===== config.mk =====
export PLATFORM = sky130hd
export DESIGN_NAME = feistel_decrypt_flat
export DESIGN_NICKNAME = d
export VERILOG_FILES = /design/src/rtl/feistel_decrypt_if.sv /design/src/rtl/feistel_decrypt.sv /design/src/flat_wrapper.sv
export SDC_FILE = /design/constraint.sdc
export NUM_CORES = 1
export LEC_CHECK = 0
export BUFFER_PORTS_ARGS = -buffer_cell sky130_fd_sc_hd__buf_2
export CAP_MARGIN = 10
export CORE_MARGIN = 2
export CORE_UTILIZATION = 53
export CTS_CLUSTER_SIZE = 14
export DETAILED_ROUTE_END_ITERATION = 8
export PLACE_DENSITY = 0.81
export SYNTH_ARGS = -nofsm -noshare
export SYNTH_HDL_FRONTEND = slang
export SYNTH_SLANG_ARGS = --single-unit

===== constraint.sdc =====
create_clock -name clk -period 5.2 [get_ports clk]
set_input_delay 0.26 -clock clk [delete_from_list [all_inputs] [get_ports clk]]
set_output_delay 0.26 -clock clk [all_outputs]
set_load 0.01 [all_outputs]

===== src/rtl/feistel_decrypt_if.sv =====
// Bundle of request, SRAM read and result signals for feistel_decrypt.
// The slave modport is the decryptor's view; master is the environment side.
interface feistel_decrypt_if;
  logic        start;
  logic [31:0] L;
  logic [31:0] R;
  logic [31:0] s1_out;
  logic [31:0] s2_out;
  logic [31:0] s3_out;
  logic [31:0] s4_out;
  logic [31:0] p_out;
  logic [7:0]  s1_addr;
  logic [7:0]  s2_addr;
  logic [7:0]  s3_addr;
  logic [7:0]  s4_addr;
  logic [7:0]  p_addr;
  logic        s1_cs_l;
  logic        s2_cs_l;
  logic        s3_cs_l;
  logic        s4_cs_l;
  logic        p_cs_l;
  logic [31:0] resultL;
  logic [31:0] resultR;
  logic        busy;
  logic        done;

  modport master (
    output start, L, R, s1_out, s2_out, s3_out, s4_out, p_out,
    input  s1_addr, s2_addr, s3_addr, s4_addr, p_addr,
    input  s1_cs_l, s2_cs_l, s3_cs_l, s4_cs_l, p_cs_l,
    input  resultL, resultR, busy, done
  );

  modport slave (
    input  start, L, R, s1_out, s2_out, s3_out, s4_out, p_out,
    output s1_addr, s2_addr, s3_addr, s4_addr, p_addr,
    output s1_cs_l, s2_cs_l, s3_cs_l, s4_cs_l, p_cs_l,
    output resultL, resultR, busy, done
  );
endinterface


===== src/rtl/feistel_decrypt.sv =====
// Sequential 16-round Feistel (Blowfish-style) decryptor reading the P-array
// and four S-boxes from external SRAMs with a two-cycle read latency.
module feistel_decrypt (
  input  logic             clk,
  input  logic             reset,
  feistel_decrypt_if.slave bus
);

  typedef enum logic [3:0] {
    IDLE, P_REQ, P_WAIT, P_XOR, S_REQ, S_WAIT, S_UPD,
    P1_REQ, P1_WAIT, P1_XOR, P0_REQ, P0_WAIT, P0_XOR, DONE
  } state_t;

  state_t      state, state_nx;
  logic [3:0]  round;
  logic [31:0] xl, xr;
  logic [31:0] f_val;

  assign f_val     = ((bus.s1_out + bus.s2_out) ^ bus.s3_out) + bus.s4_out;
  assign bus.busy  = (state != IDLE);
  assign bus.done  = (state == DONE);

  always_comb begin
    state_nx = state;
    unique case (state)
      IDLE:    if (bus.start) state_nx = P_REQ;
      P_REQ:   state_nx = P_WAIT;
      P_WAIT:  state_nx = P_XOR;
      P_XOR:   state_nx = S_REQ;
      S_REQ:   state_nx = S_WAIT;
      S_WAIT:  state_nx = S_UPD;
      S_UPD:   state_nx = (round == 4'd15) ? P1_REQ : P_REQ;
      P1_REQ:  state_nx = P1_WAIT;
      P1_WAIT: state_nx = P1_XOR;
      P1_XOR:  state_nx = P0_REQ;
      P0_REQ:  state_nx = P0_WAIT;
      P0_WAIT: state_nx = P0_XOR;
      P0_XOR:  state_nx = DONE;
      DONE:    state_nx = IDLE;
      default: state_nx = IDLE;
    endcase
  end

  // Strobes and addresses exist only in the *_REQ cycles; otherwise parked.
  always_comb begin
    bus.p_cs_l  = 1'b1;
    bus.s1_cs_l = 1'b1;
    bus.s2_cs_l = 1'b1;
    bus.s3_cs_l = 1'b1;
    bus.s4_cs_l = 1'b1;
    bus.p_addr  = '0;
    bus.s1_addr = '0;
    bus.s2_addr = '0;
    bus.s3_addr = '0;
    bus.s4_addr = '0;
    unique case (state)
      P_REQ: begin
        bus.p_cs_l = 1'b0;
        bus.p_addr = 8'd17 - {4'd0, round};
      end
      P1_REQ: begin
        bus.p_cs_l = 1'b0;
        bus.p_addr = 8'd1;
      end
      P0_REQ: begin
        bus.p_cs_l = 1'b0;
        bus.p_addr = 8'd0;
      end
      S_REQ: begin
        bus.s1_cs_l = 1'b0;
        bus.s2_cs_l = 1'b0;
        bus.s3_cs_l = 1'b0;
        bus.s4_cs_l = 1'b0;
        bus.s1_addr = xl[31:24];
        bus.s2_addr = xl[23:16];
        bus.s3_addr = xl[15:8];
        bus.s4_addr = xl[7:0];
      end
      default: ;
    endcase
  end

  always_ff @(posedge clk or posedge reset) begin
    if (reset) begin
      state       <= IDLE;
      round       <= '0;
      xl          <= '0;
      xr          <= '0;
      bus.resultL <= '0;
      bus.resultR <= '0;
    end else begin
      state <= state_nx;
      unique case (state)
        IDLE: if (bus.start) begin
          xl    <= bus.L;
          xr    <= bus.R;
          round <= '0;
        end
        P_XOR: xl <= xl ^ bus.p_out;
        // The last round skips the half swap so the output whitening lands correctly.
        S_UPD: if (round == 4'd15) begin
          xr <= xr ^ f_val;
        end else begin
          xl    <= xr ^ f_val;
          xr    <= xl;
          round <= round + 4'd1;
        end
        P1_XOR: xr <= xr ^ bus.p_out;
        P0_XOR: begin
          xl          <= xl ^ bus.p_out;
          bus.resultL <= xl ^ bus.p_out;
          bus.resultR <= xr;
        end
        default: ;
      endcase
    end
  end

endmodule


===== src/flat_wrapper.sv =====
// flat-port wrapper written by rule: the top's interface ports become plain ports
module feistel_decrypt_flat 
  (clk, reset, bus_start, bus_L, bus_R, bus_s1_out, bus_s2_out, bus_s3_out, bus_s4_out, bus_p_out, bus_s1_addr, bus_s2_addr, bus_s3_addr, bus_s4_addr, bus_p_addr, bus_s1_cs_l, bus_s2_cs_l, bus_s3_cs_l, bus_s4_cs_l, bus_p_cs_l, bus_resultL, bus_resultR, bus_busy, bus_done);
  feistel_decrypt_if bus_i ();
  input  logic clk;
  input  logic reset;
  input wire logic [$bits(bus_i.start)-1:0] bus_start;
  input wire logic [$bits(bus_i.L)-1:0] bus_L;
  input wire logic [$bits(bus_i.R)-1:0] bus_R;
  input wire logic [$bits(bus_i.s1_out)-1:0] bus_s1_out;
  input wire logic [$bits(bus_i.s2_out)-1:0] bus_s2_out;
  input wire logic [$bits(bus_i.s3_out)-1:0] bus_s3_out;
  input wire logic [$bits(bus_i.s4_out)-1:0] bus_s4_out;
  input wire logic [$bits(bus_i.p_out)-1:0] bus_p_out;
  output wire logic [$bits(bus_i.s1_addr)-1:0] bus_s1_addr;
  output wire logic [$bits(bus_i.s2_addr)-1:0] bus_s2_addr;
  output wire logic [$bits(bus_i.s3_addr)-1:0] bus_s3_addr;
  output wire logic [$bits(bus_i.s4_addr)-1:0] bus_s4_addr;
  output wire logic [$bits(bus_i.p_addr)-1:0] bus_p_addr;
  output wire logic [$bits(bus_i.s1_cs_l)-1:0] bus_s1_cs_l;
  output wire logic [$bits(bus_i.s2_cs_l)-1:0] bus_s2_cs_l;
  output wire logic [$bits(bus_i.s3_cs_l)-1:0] bus_s3_cs_l;
  output wire logic [$bits(bus_i.s4_cs_l)-1:0] bus_s4_cs_l;
  output wire logic [$bits(bus_i.p_cs_l)-1:0] bus_p_cs_l;
  output wire logic [$bits(bus_i.resultL)-1:0] bus_resultL;
  output wire logic [$bits(bus_i.resultR)-1:0] bus_resultR;
  output wire logic [$bits(bus_i.busy)-1:0] bus_busy;
  output wire logic [$bits(bus_i.done)-1:0] bus_done;
  assign bus_i.start = bus_start;
  assign bus_i.L = bus_L;
  assign bus_i.R = bus_R;
  assign bus_i.s1_out = bus_s1_out;
  assign bus_i.s2_out = bus_s2_out;
  assign bus_i.s3_out = bus_s3_out;
  assign bus_i.s4_out = bus_s4_out;
  assign bus_i.p_out = bus_p_out;
  assign bus_s1_addr = bus_i.s1_addr;
  assign bus_s2_addr = bus_i.s2_addr;
  assign bus_s3_addr = bus_i.s3_addr;
  assign bus_s4_addr = bus_i.s4_addr;
  assign bus_p_addr = bus_i.p_addr;
  assign bus_s1_cs_l = bus_i.s1_cs_l;
  assign bus_s2_cs_l = bus_i.s2_cs_l;
  assign bus_s3_cs_l = bus_i.s3_cs_l;
  assign bus_s4_cs_l = bus_i.s4_cs_l;
  assign bus_p_cs_l = bus_i.p_cs_l;
  assign bus_resultL = bus_i.resultL;
  assign bus_resultR = bus_i.resultR;
  assign bus_busy = bus_i.busy;
  assign bus_done = bus_i.done;
  feistel_decrypt u_core (.clk(clk), .reset(reset), .bus(bus_i));
endmodule

==> results.yml, run 1 <==
synthesis:
  async_flop_share_pct: 100
  yosys_most_used_dff: "dfrtp_1"
  syn_avg_cell_area_um2: 8.37
  synth_most_common_cell: "nor2_1"
  yosysWarnings: 0
  synth_edf_count: 0
  yosys-top-cells-count: "nor2_1 (144), a21oi_1 (140), dfrtp_1 (136)"
  synth_cell_types: 69
  ys_top_cells_by_area: "dfrtp_1 (31%), xnor2_1 (9.7%), ha_1 (7.9%), a21oi_1 (6.3%), nor2_1 (4.9%)"
  ys_seq_area_share_pct: 30.7
  syn-instance-count: 1325
  synth_seq_cells: 136
  netlist.area_leader.share_pct: 30.7
  syn_area_mm2: 0.0111
  synth_largest_area_cell: "dfrtp_1"
power_and_ir_drop:
  seq_power_share_pct: 28.5
  p_clk_share_pct: 16.9
  intPower_uw: 4090
  switching_share_pct: 46.7
  pwr-share-comb_pct: 54.6
  ir_drop_mv: 0.306
  pwr_density_cell_mw_per_mm2: 565
  power_leakage_uw: 0.00631
  switchingPower_uw: 3580
route:
  wl_met2_mm: 17.1
  wl_met3_mm: 3.79
  routed_wl_mm: 37.5
  dr.max_layer_used: "met5"
  vias: 11500
  drc: 0
  firstDrtPassIters: 6
  met1Wirelength_mm: 15.2
  routed_via_density: 6.03
  ant_nets: 0
  dr.first_iter.drc_count: 1110
  detail_route.wl_per_cell_um: 19.7
cts:
  clkTransAtPathRegs_ns: 0.06
  clk_latency_ns: 0.43
  cts_inserted_buffers: 17
  post_cts_buffers: 0
  cts_root_buf: "clkbuf_16"
  cts_sinks: 136
  ctsHoldBuffers: 0
  cts_resized: 0
  max-clock-path-buffers: 2
  cts_tree: "built"
  htree_levels: 4
critical_path:
  timing.rr.end: "u_core.xr[27]"
  critPathMaxFanout: 3
  ff2ff_path_depth: 8
  cp.required_ns: 5.46
  cp-start-kind: "primary input"
  r2r_slack_ns: 1.00
  worstSetupPathType: "primary input to flip-flop"
  critPathArrivalTime_ns: 4.68
  reg2reg_from: "u_core.state[0]"
  end_kind: "flip-flop"
floorplanning:
  core_mm2: 0.0204
  row_count: 52
  ios: 338
  die_area_mm2: 0.0221
  die_h_um: 149
  start_util_pct: 54.5
  die_x_um: 149
final_layout:
  fill_cells: 1763
  post-route-util_pct: 66.7
  drive_gt1_share_pct: 26.9
  synthToLayoutAreaGrowth_pct: 22.4
  nets: 1915
worst_hold_path:
  holdCritPathClass: "primary input to async pin"
grt:
  overflow: 0
  grt_max_degree: 81
  grt_pass1_wl_mm: 57.6
  antenna_found_initial: 9
  grt_pass1_vias: 10700
  grt_usage_pct: 33.3
timing:
  slew_viol_final: 0
  maxSlewHeadroom_pct: 20.7
  hold_viol_final: 29
  hold-worst-slack_ns: -0.0569
  max_freq_ghz: 0.227
  clock_skew_ns: 0.00788
  finalCritPeriodShare_pct: 84.9
  finalSetupViolations: 0
  tns_ns: 0
  rsz0062_at_grt: "false"
  worst_slew_pin_slew_ns: 1.19
  fin_crit_ns: 4.41
status:
  violations: "hold timing"
  status: "complete, but fails checks"
placed_design:
  io_buffers: 334
  dp_hpwl_mm: 28.5
  gp_congestion: 0.971
run:
  max-cap-violations: 0
[layer usage]
metal	up-vias	GRT usage (%)
met5	-	0
met1	5321	45.6
met2	663	51.5
met4	2	14.3
li1	5404	-
met3	101	6.60
[critical path, stage by stage]
cell and delay (ns):
buf_2 0.10, ha_1 0.23, fa_1 0.43, a211oi_1 0.33
o21ai_1 0.18, a41o_1 0.30, a21oi_1 0.22, o21ai_1 0.11
a31o_1 0.22, a21oi_1 0.17, xnor2_1 0.20, ha_1 0.32
a21o_1 0.22, a31o_2 0.26, a21oi_1 0.24, inv_1 0.07
a31o_1 0.22, a211oi_2 0.23, xnor2_1 0.24, o221ai_2 0.13
[state kept, by name, indices dropped and copies added, names as in the netlist]
| signal | flops |
|---|---|
| u_core.bus.resultL | 32 |
| u_core.round | 4 |
| u_core.state | 4 |
| u_core.bus.resultR | 32 |
| u_core.xl | 32 |
| u_core.xr | 32 |
[through the flow]
stage | cell area [µm²] | setup slack [ns] | std cells | total power (µW) | hold slack, ns
2_1_floorplan | 11100 | 1.02 | 1327 | 4880 | 0.365
3_3_place_gp | 12900 | 0.501 | 1866 | 6140 | 0.443
3_5_place_dp | 12900 | 0.438 | 1866 | 6250 | 0.446
4_1_cts | 13500 | 0.827 | 1898 | 7560 | 0.00349
5_1_grt | 13600 | 0.431 | 1907 | 8160 | 0.0150
6_report | 13600 | 0.786 | 1907 | 7670 | -0.0569
[cell families after synthesis]
kind of cell    after synthesis  share of synthesized area, %
compound gates              452                          25.2
fa+ha+maj                    72                          8.25
xor+xnor                    158                          12.5
simple gates                374                          16.1
flops                       136                          30.7
other cells                   1                        0.0338
mux                          36                          3.61
buf+inv                      96                          3.59
[power groups by stage]
| stage | Combinational [µW] | Clock [µW] | Sequential, µW |
|---|---|---|---|
| 2_1_floorplan | 2830 | 0 | 2050 |
| 3_3_place_gp | 3990 | 0 | 2140 |
| 3_5_place_dp | 4080 | 0 | 2170 |
| 4_1_cts | 4100 | 1300 | 2160 |
| 5_1_grt | 4570 | 1350 | 2240 |
| 6_report | 4190 | 1300 | 2180 |
[worst max path at each step]
| stage | endpoint | cells past startpoint | slack [ns] | startpoint |
|---|---|---|---|---|
| after floorplan | u_core.xl[31] | 19 | 1.02 | bus_s2_out[0] |
| after global placement | u_core.xl[29] | 20 | 0.50 | bus_s2_out[0] |
| after detailed placement | u_core.xl[29] | 20 | 0.44 | bus_s2_out[0] |
| after CTS | u_core.xl[29] | 20 | 0.83 | bus_s2_out[0] |
| after global routing | u_core.xl[29] | 20 | 0.43 | bus_s2_out[0] |
| final | u_core.xl[29] | 20 | 0.79 | bus_s2_out[0] |
[cells in the final DEF, fill, tap and decap left out, types with 26 or more instances in the layout]
cell,count
and3_1,39
a21o_1,30
o21ai_1,31
nor3b_1,26
xnor2_1,123
xor2_1,34
ha_1,70
buf_2,334
mux2_2,32
a21oi_1,140
nor2_1,141
nand2_1,80
dfrtp_1,136
o21ai_0,105
[final cells by class]
cell class | count | area (µm²) | area share [%]
multi-input combinational | 1095 | 7340 | 54.0
timing repair buffer | 347 | 1780 | 13.1
clock inverter | 14 | 198 | 1.46
clock buffer | 18 | 429 | 3.16
inverter | 19 | 76.3 | 0.562
sequential | 136 | 3400 | 25.1
antenna | 8 | 20.0 | 0.147
tap | 270 | 338 | 2.49
Power figures use the tool's default switching activity.
==> inputs of run 2 (changes only) <==
- clock period: 5.2 -> 4.3 ns (I/O delays scaled with it)
==> results.yml, run 2 (same netlist as run 1, synthesis figures left out) <==
timing:
  finalCritPeriodShare_pct: 93.5
  setup_ws_ns: 0.278
  clock_skew_ns: 0.00773
  slew_viol_final: 0
  rsz0062_at_grt: "false"
  hold_viol_final: 4
  max_freq_ghz: 0.249
  worst_slew_pin_slew_ns: 1.25
  maxSlewHeadroom_pct: 16.6
  hold-worst-slack_ns: -0.0117
  finalSetupViolations: 0
  fin_crit_ns: 4.02
floorplanning:
  core_mm2: 0.0204
  row_count: 52
  die_x_um: 149
  start_util_pct: 54.5
  die_area_mm2: 0.0221
  ios: 338
  die_h_um: 149
critical_path:
  crit_family: "compound AO/OA/AOI/OAI gates"
  crit_buf_inv: 3
  end_kind: "flip-flop"
  cp.required_ns: 4.57
  worstSetupPathType: "primary input to flip-flop"
  cp_slowest_stage_delay_ns: 0.32
  critPathArrivalTime_ns: 4.29
  crit_chain: "buf_2 > buf_4 > ha_1 > a211oi_1 > o21ai_1 > o211ai_1 > a21oi_2 > o211ai_1 > nand2b_1 > a21oi_1 > xnor2_1 > ha_1 > a21oi_1 > nor2b_1 > o21ai_0 > o41ai_2 > nor3_2 > buf_4 > o21ai_1 > xnor2_1 > o221ai_1"
  critPathMaxFanout: 5
  cp-start-kind: "primary input"
  slowest_stage: "ha_1"
route:
  ant_nets: 0
  vias: 11800
  firstDrtPassIters: 5
  detail_route.wl_per_cell_um: 19.5
  dr.first_iter.drc_count: 988
  routed_via_density: 6.03
  routed_wl_mm: 38.0
  drc: 0
cts:
  clk_latency_ns: 0.43
  htree_levels: 4
  cts_root_buf: "clkbuf_16"
  cts_inserted_buffers: 17
  cts_sinks: 136
  cts_tree: "built"
  clkTransAtPathRegs_ns: 0.06
  max-clock-path-buffers: 2
  ctsHoldBuffers: 0
power_and_ir_drop:
  total_power_uw: 9270
  power_leakage_uw: 0.00650
  pwr_density_cell_mw_per_mm2: 668
  ir_drop_mv: 0.369
status:
  status: "complete, but fails checks"
  violations: "hold timing"
placed_design:
  gp_congestion: 1.02
  io_buffers: 334
  dp_hpwl_mm: 28.7
  preCtsSetupSlack_ns: -0.356
grt:
  grt_max_degree: 103
  antenna_found_initial: 8
  overflow: 0
  grt_pass1_wl_mm: 58.4
  grt_pass1_vias: 11100
  grt_usage_pct: 33.5
final_layout:
  nets: 1961
  drive_gt1_share_pct: 29.3
  mostFrequentLayoutCells: "buf_2 (334), nor2_1 (141), a21oi_1 (137)"
  layout_commonest_cell: "buf_2"
  synthToLayoutAreaGrowth_pct: 25.0
  fill_cells: 1727
  post-route-util_pct: 68.1
run:
  max-cap-violations: 0
worst_hold_path:
  holdCritPathClass: "primary input to async pin"
## run 2: worst paths after layout
path                                        start                      to  slack [ns]  cells after the start
setup / recovery                    bus_s2_out[1]           u_core.xl[26]        0.28                     21
hold / removal                              reset   u_core.bus.resultR[0]       -0.01                      2
setup reg to reg                  u_core.state[0]           u_core.xr[27]        0.67                      8
hold reg to reg            u_core.bus.resultR[28]  u_core.bus.resultR[28]        0.50                      1
max in group asynchronous                   reset           u_core.xl[26]        3.24                      3
min in group clk                        bus_start         u_core.round[2]        0.04                      2
## run 2: metal layers
layer / share of wire (%) / track usage (%) / vias up
li1: - / - / 5492
met1: 41 / 46.2 / 5523
met2: 46 / 53.0 / 675
met3: 9.5 / 5.95 / 86
met4: 3.0 / 12.7 / 0
met5: 0 / 0 / -
## run 2: final cells by class
type / instances / area (µm²) / share of cell area (%)
antenna: 8 / 20.0 / 0.144
clock inverter: 12 / 105 / 0.758
inverter: 19 / 76.3 / 0.550
sequential: 136 / 3400 / 24.5
timing repair buffer: 393 / 2110 / 15.2
multi-input combinational: 1095 / 7370 / 53.2
tap: 270 / 338 / 2.43
clock buffer: 19 / 443 / 3.19
## run 2: metrics by stage
step | TNS, ns | area [µm²] | hold slack (ns) | std cells
floorplan | 0 | 11100 | 0.320 | 1327
global placement | -2.21 | 13300 | 0.467 | 1912
detailed placement | -4.11 | 13300 | 0.468 | 1912
CTS | 0 | 13800 | 0.0237 | 1943
global route | 0 | 13900 | 0.0356 | 1952
finish | 0 | 13900 | -0.0117 | 1952
## run 2: worst reg2reg max path, stage by stage, from the launching register on
cell and delay, ns:
dfrtp_1 0.68, nor2b_1 0.36, and2_1 0.18, buf_4 0.26
nor2_2 0.22, a21oi_1 1.02, o21ai_0 0.23, a221oi_1 0.42
o21ai_1 0.12
## run 2: report_power, final
group	leakage, µW	internal (µW)	switching (µW)	total, µW
clock network	0.000257	803	580	1380
logic	0.00463	2190	3050	5240
registers	0.00161	1910	734	2640
## run 2: timing repair
| action | 4_1_cts | 5_1_grt |
|---|---|---|
| setup buffers | 0 | 1 |
| endpoints found under the setup margin | 0 | 23 |
| resized for setup | 0 | 8 |
==> inputs of run 3 (changes only) <==
- ABC_AREA: not set -> 1
- CORE_UTILIZATION: 53 -> 43
- PLACE_DENSITY: 0.81 -> 0.67
==> results.yml, run 3 <==
synthesis:
  syn_area_mm2: 0.0121
  netlist.area_leader.share_pct: 28.2
  ys_top_cells_by_area: "dfrtp_1 (28%), nand2_1 (15%), ha_1 (7.3%), xor2_1 (7.3%), inv_1 (5.5%)"
  yosysWarnings: 0
  synth_cell_types: 51
  syn_avg_cell_area_um2: 7.04
  synth_most_common_cell: "nand2_1"
  synth_edf_count: 0
  yosys_most_used_dff: "dfrtp_1"
  synth_seq_cells: 136
  synth_largest_area_cell: "dfrtp_1"
  syn-instance-count: 1712
  async_flop_share_pct: 100
  ys_seq_area_share_pct: 28.2
  yosys-top-cells-count: "nand2_1 (483), inv_1 (176), nor2_1 (166)"
critical_path:
  crit_end: "u_core.xl[20]"
  crit_chain: "buf_2 > ha_1 > fa_1 > nand3_1 > nand2_1 > a21oi_1 > o21ai_1 > nand2_1 > nand2_1 > a21oi_1 > xor2_1 > ha_1 > nand2_1 > nor2_1 > inv_1 > nor2_1 > nand3_1 > nand3_1 > xor2_1 > nand2_1 > a22oi_1"
  end_kind: "flip-flop"
  critPathMaxFanout: 3
  worstSetupPathType: "primary input to flip-flop"
  cp.required_ns: 4.64
  timing.rr.end: "u_core.state[2]"
  startpoint: "bus_s2_out[0]"
  reg2reg_from: "u_core.state[2]"
  cp-start-kind: "primary input"
  worst_path_most_repeated_cell: "nand2_1"
  ff2ff_path_depth: 8
  cp_slowest_stage_delay_ns: 0.42
  critPathArrivalTime_ns: 3.96
  slowest_stage: "fa_1"
  r2r_slack_ns: 1.37
status:
  status: "complete, but fails checks"
  violations: "hold timing"
run:
  max-cap-violations: 0
timing:
  max_freq_ghz: 0.276
  hold_viol_final: 16
  tns_ns: 0
  rsz0062_at_grt: "false"
  finalCritPeriodShare_pct: 84.1
  setup_ws_ns: 0.683
  hold-worst-slack_ns: -0.0195
  slew_viol_final: 0
  finalSetupViolations: 0
  clock_skew_ns: 0.0113
  maxSlewHeadroom_pct: 17.7
  fin_crit_ns: 3.62
  worst_slew_pin_slew_ns: 1.23
power_and_ir_drop:
  ir_drop_mv: 0.317
  pwr_density_cell_mw_per_mm2: 648
  switching_share_pct: 49.9
  p_clk_share_pct: 15.8
  pwr-share-comb_pct: 57.3
  switchingPower_uw: 4710
  intPower_uw: 4730
  power_leakage_uw: 0.00766
  seq_power_share_pct: 26.9
placed_design:
  preCtsSetupSlack_ns: 0.336
  dp_hpwl_mm: 34.8
  io_buffers: 334
  gp_congestion: 0.989
route:
  drc: 0
  dr.first_iter.drc_count: 1129
  routed_via_density: 5.22
  firstDrtPassIters: 5
  routed_wl_mm: 43.9
  vias: 12600
  ant_nets: 0
  detail_route.wl_per_cell_um: 18.2
cts:
  post_cts_buffers: 0
  cts_sinks: 136
  cts_root_buf: "clkbuf_16"
  max-clock-path-buffers: 2
  htree_levels: 4
  cts_tree: "built"
  ctsHoldBuffers: 0
  clkTransAtPathRegs_ns: 0.07
  clk_latency_ns: 0.43
  cts_inserted_buffers: 17
  cts_resized: 0
floorplanning:
  core_mm2: 0.0277
  die_h_um: 171
  die_x_um: 171
  die_area_mm2: 0.0294
  start_util_pct: 43.5
  ios: 338
  row_count: 61
final_layout:
  layout_commonest_cell: "nand2_1"
  drive_gt1_share_pct: 21.5
  synthToLayoutAreaGrowth_pct: 20.9
  mostFrequentLayoutCells: "nand2_1 (482), buf_2 (334), inv_1 (175)"
  post-route-util_pct: 52.6
  nets: 2315
grt:
  grt_max_degree: 101
  grt_pass1_vias: 12200
  grt_usage_pct: 29.9
  antenna_found_initial: 8
  overflow: 0
  grt_pass1_wl_mm: 67.7
worst_hold_path:
  holdCritPathClass: "primary input to async pin"
==> run 3: changes by cell type after synthesis, moves of 39 or more <==
cell / before / now
and3_1: 39 / 0
inv_1: 19 / 176
nand2_1: 81 / 483
nand3_1: 19 / 65
o21ai_0: 105 / 58
xnor2_1: 123 / 71
xor2_1: 34 / 100
==> run 3: layout make-up <==
| type | count | area, µm² |
|---|---|---|
| clock inverters | 14 | 149 |
| multi-input cells | 1333 | 7650 |
| clock buffers | 18 | 439 |
| well taps | 378 | 473 |
| repair buffers | 342 | 1730 |
| fillers | 2848 | 13100 |
| flip-flops and latches | 136 | 3400 |
| diodes | 3 | 7.51 |
| inverters | 186 | 706 |
==> run 3: through the flow <==
step                      hold WS, ns  total power (µW)  cells  area (µm²)
after floorplan                 0.385              6200   1714       12100
after global placement          0.460              7800   2375       14000
after detailed placement        0.460              7870   2375       14000
after CTS                      0.0341              9390   2407       14600
after global routing           0.0703             10200   2409       14600
final                         -0.0195              9440   2410       14600
==> run 3: layer usage <==
metal | global-route usage, % | wire, µm
met2 | 49.1 | 20000
met5 | 0 | 27
met4 | 7.44 | 894
met1 | 40.0 | 19400
met3 | 6.47 | 3450
==> run 3: worst max-delay path: cells and delay by family <==
kind	cells	cell delay (ns)
fa+ha+maj	3	0.97
compound gates	4	0.75
xor+xnor	2	0.51
buf+inv	2	0.18
simple gates	10	1.31
==> run 3: cells by family after synthesis <==
group,count (synthesis),synth area share (%)
compound gates,320,17.4
buf+inv,245,8.42
other cells,1,0.0311
flops,136,28.2
simple gates,767,25.8
xor+xnor,171,12.4
fa+ha+maj,72,7.60
==> run 3: power groups by stage <==
stage / Sequential (µW) / Combinational (µW) / Clock, µW
floorplan: 2480 / 3710 / 0
global placement: 2530 / 5270 / 0
detailed placement: 2540 / 5330 / 0
CTS: 2520 / 5370 / 1500
global route: 2610 / 6020 / 1550
finish: 2540 / 5410 / 1490
==> run 3: worst min-delay path by stage <==
stage / slack, ns / from / depth (start not counted) / to
detailed placement: 0.46 / u_core.bus.resultR[28] / 2 / u_core.bus.resultR[28]
global placement: 0.46 / u_core.bus.resultL[0] / 2 / u_core.bus.resultL[0]
floorplan: 0.38 / bus_L[5] / 2 / u_core.xl[5]
global route: 0.07 / reset / 2 / u_core.bus.resultL[31]
CTS: 0.03 / reset / 2 / u_core.bus.resultL[23]
finish: -0.02 / reset / 2 / u_core.bus.resultL[27]
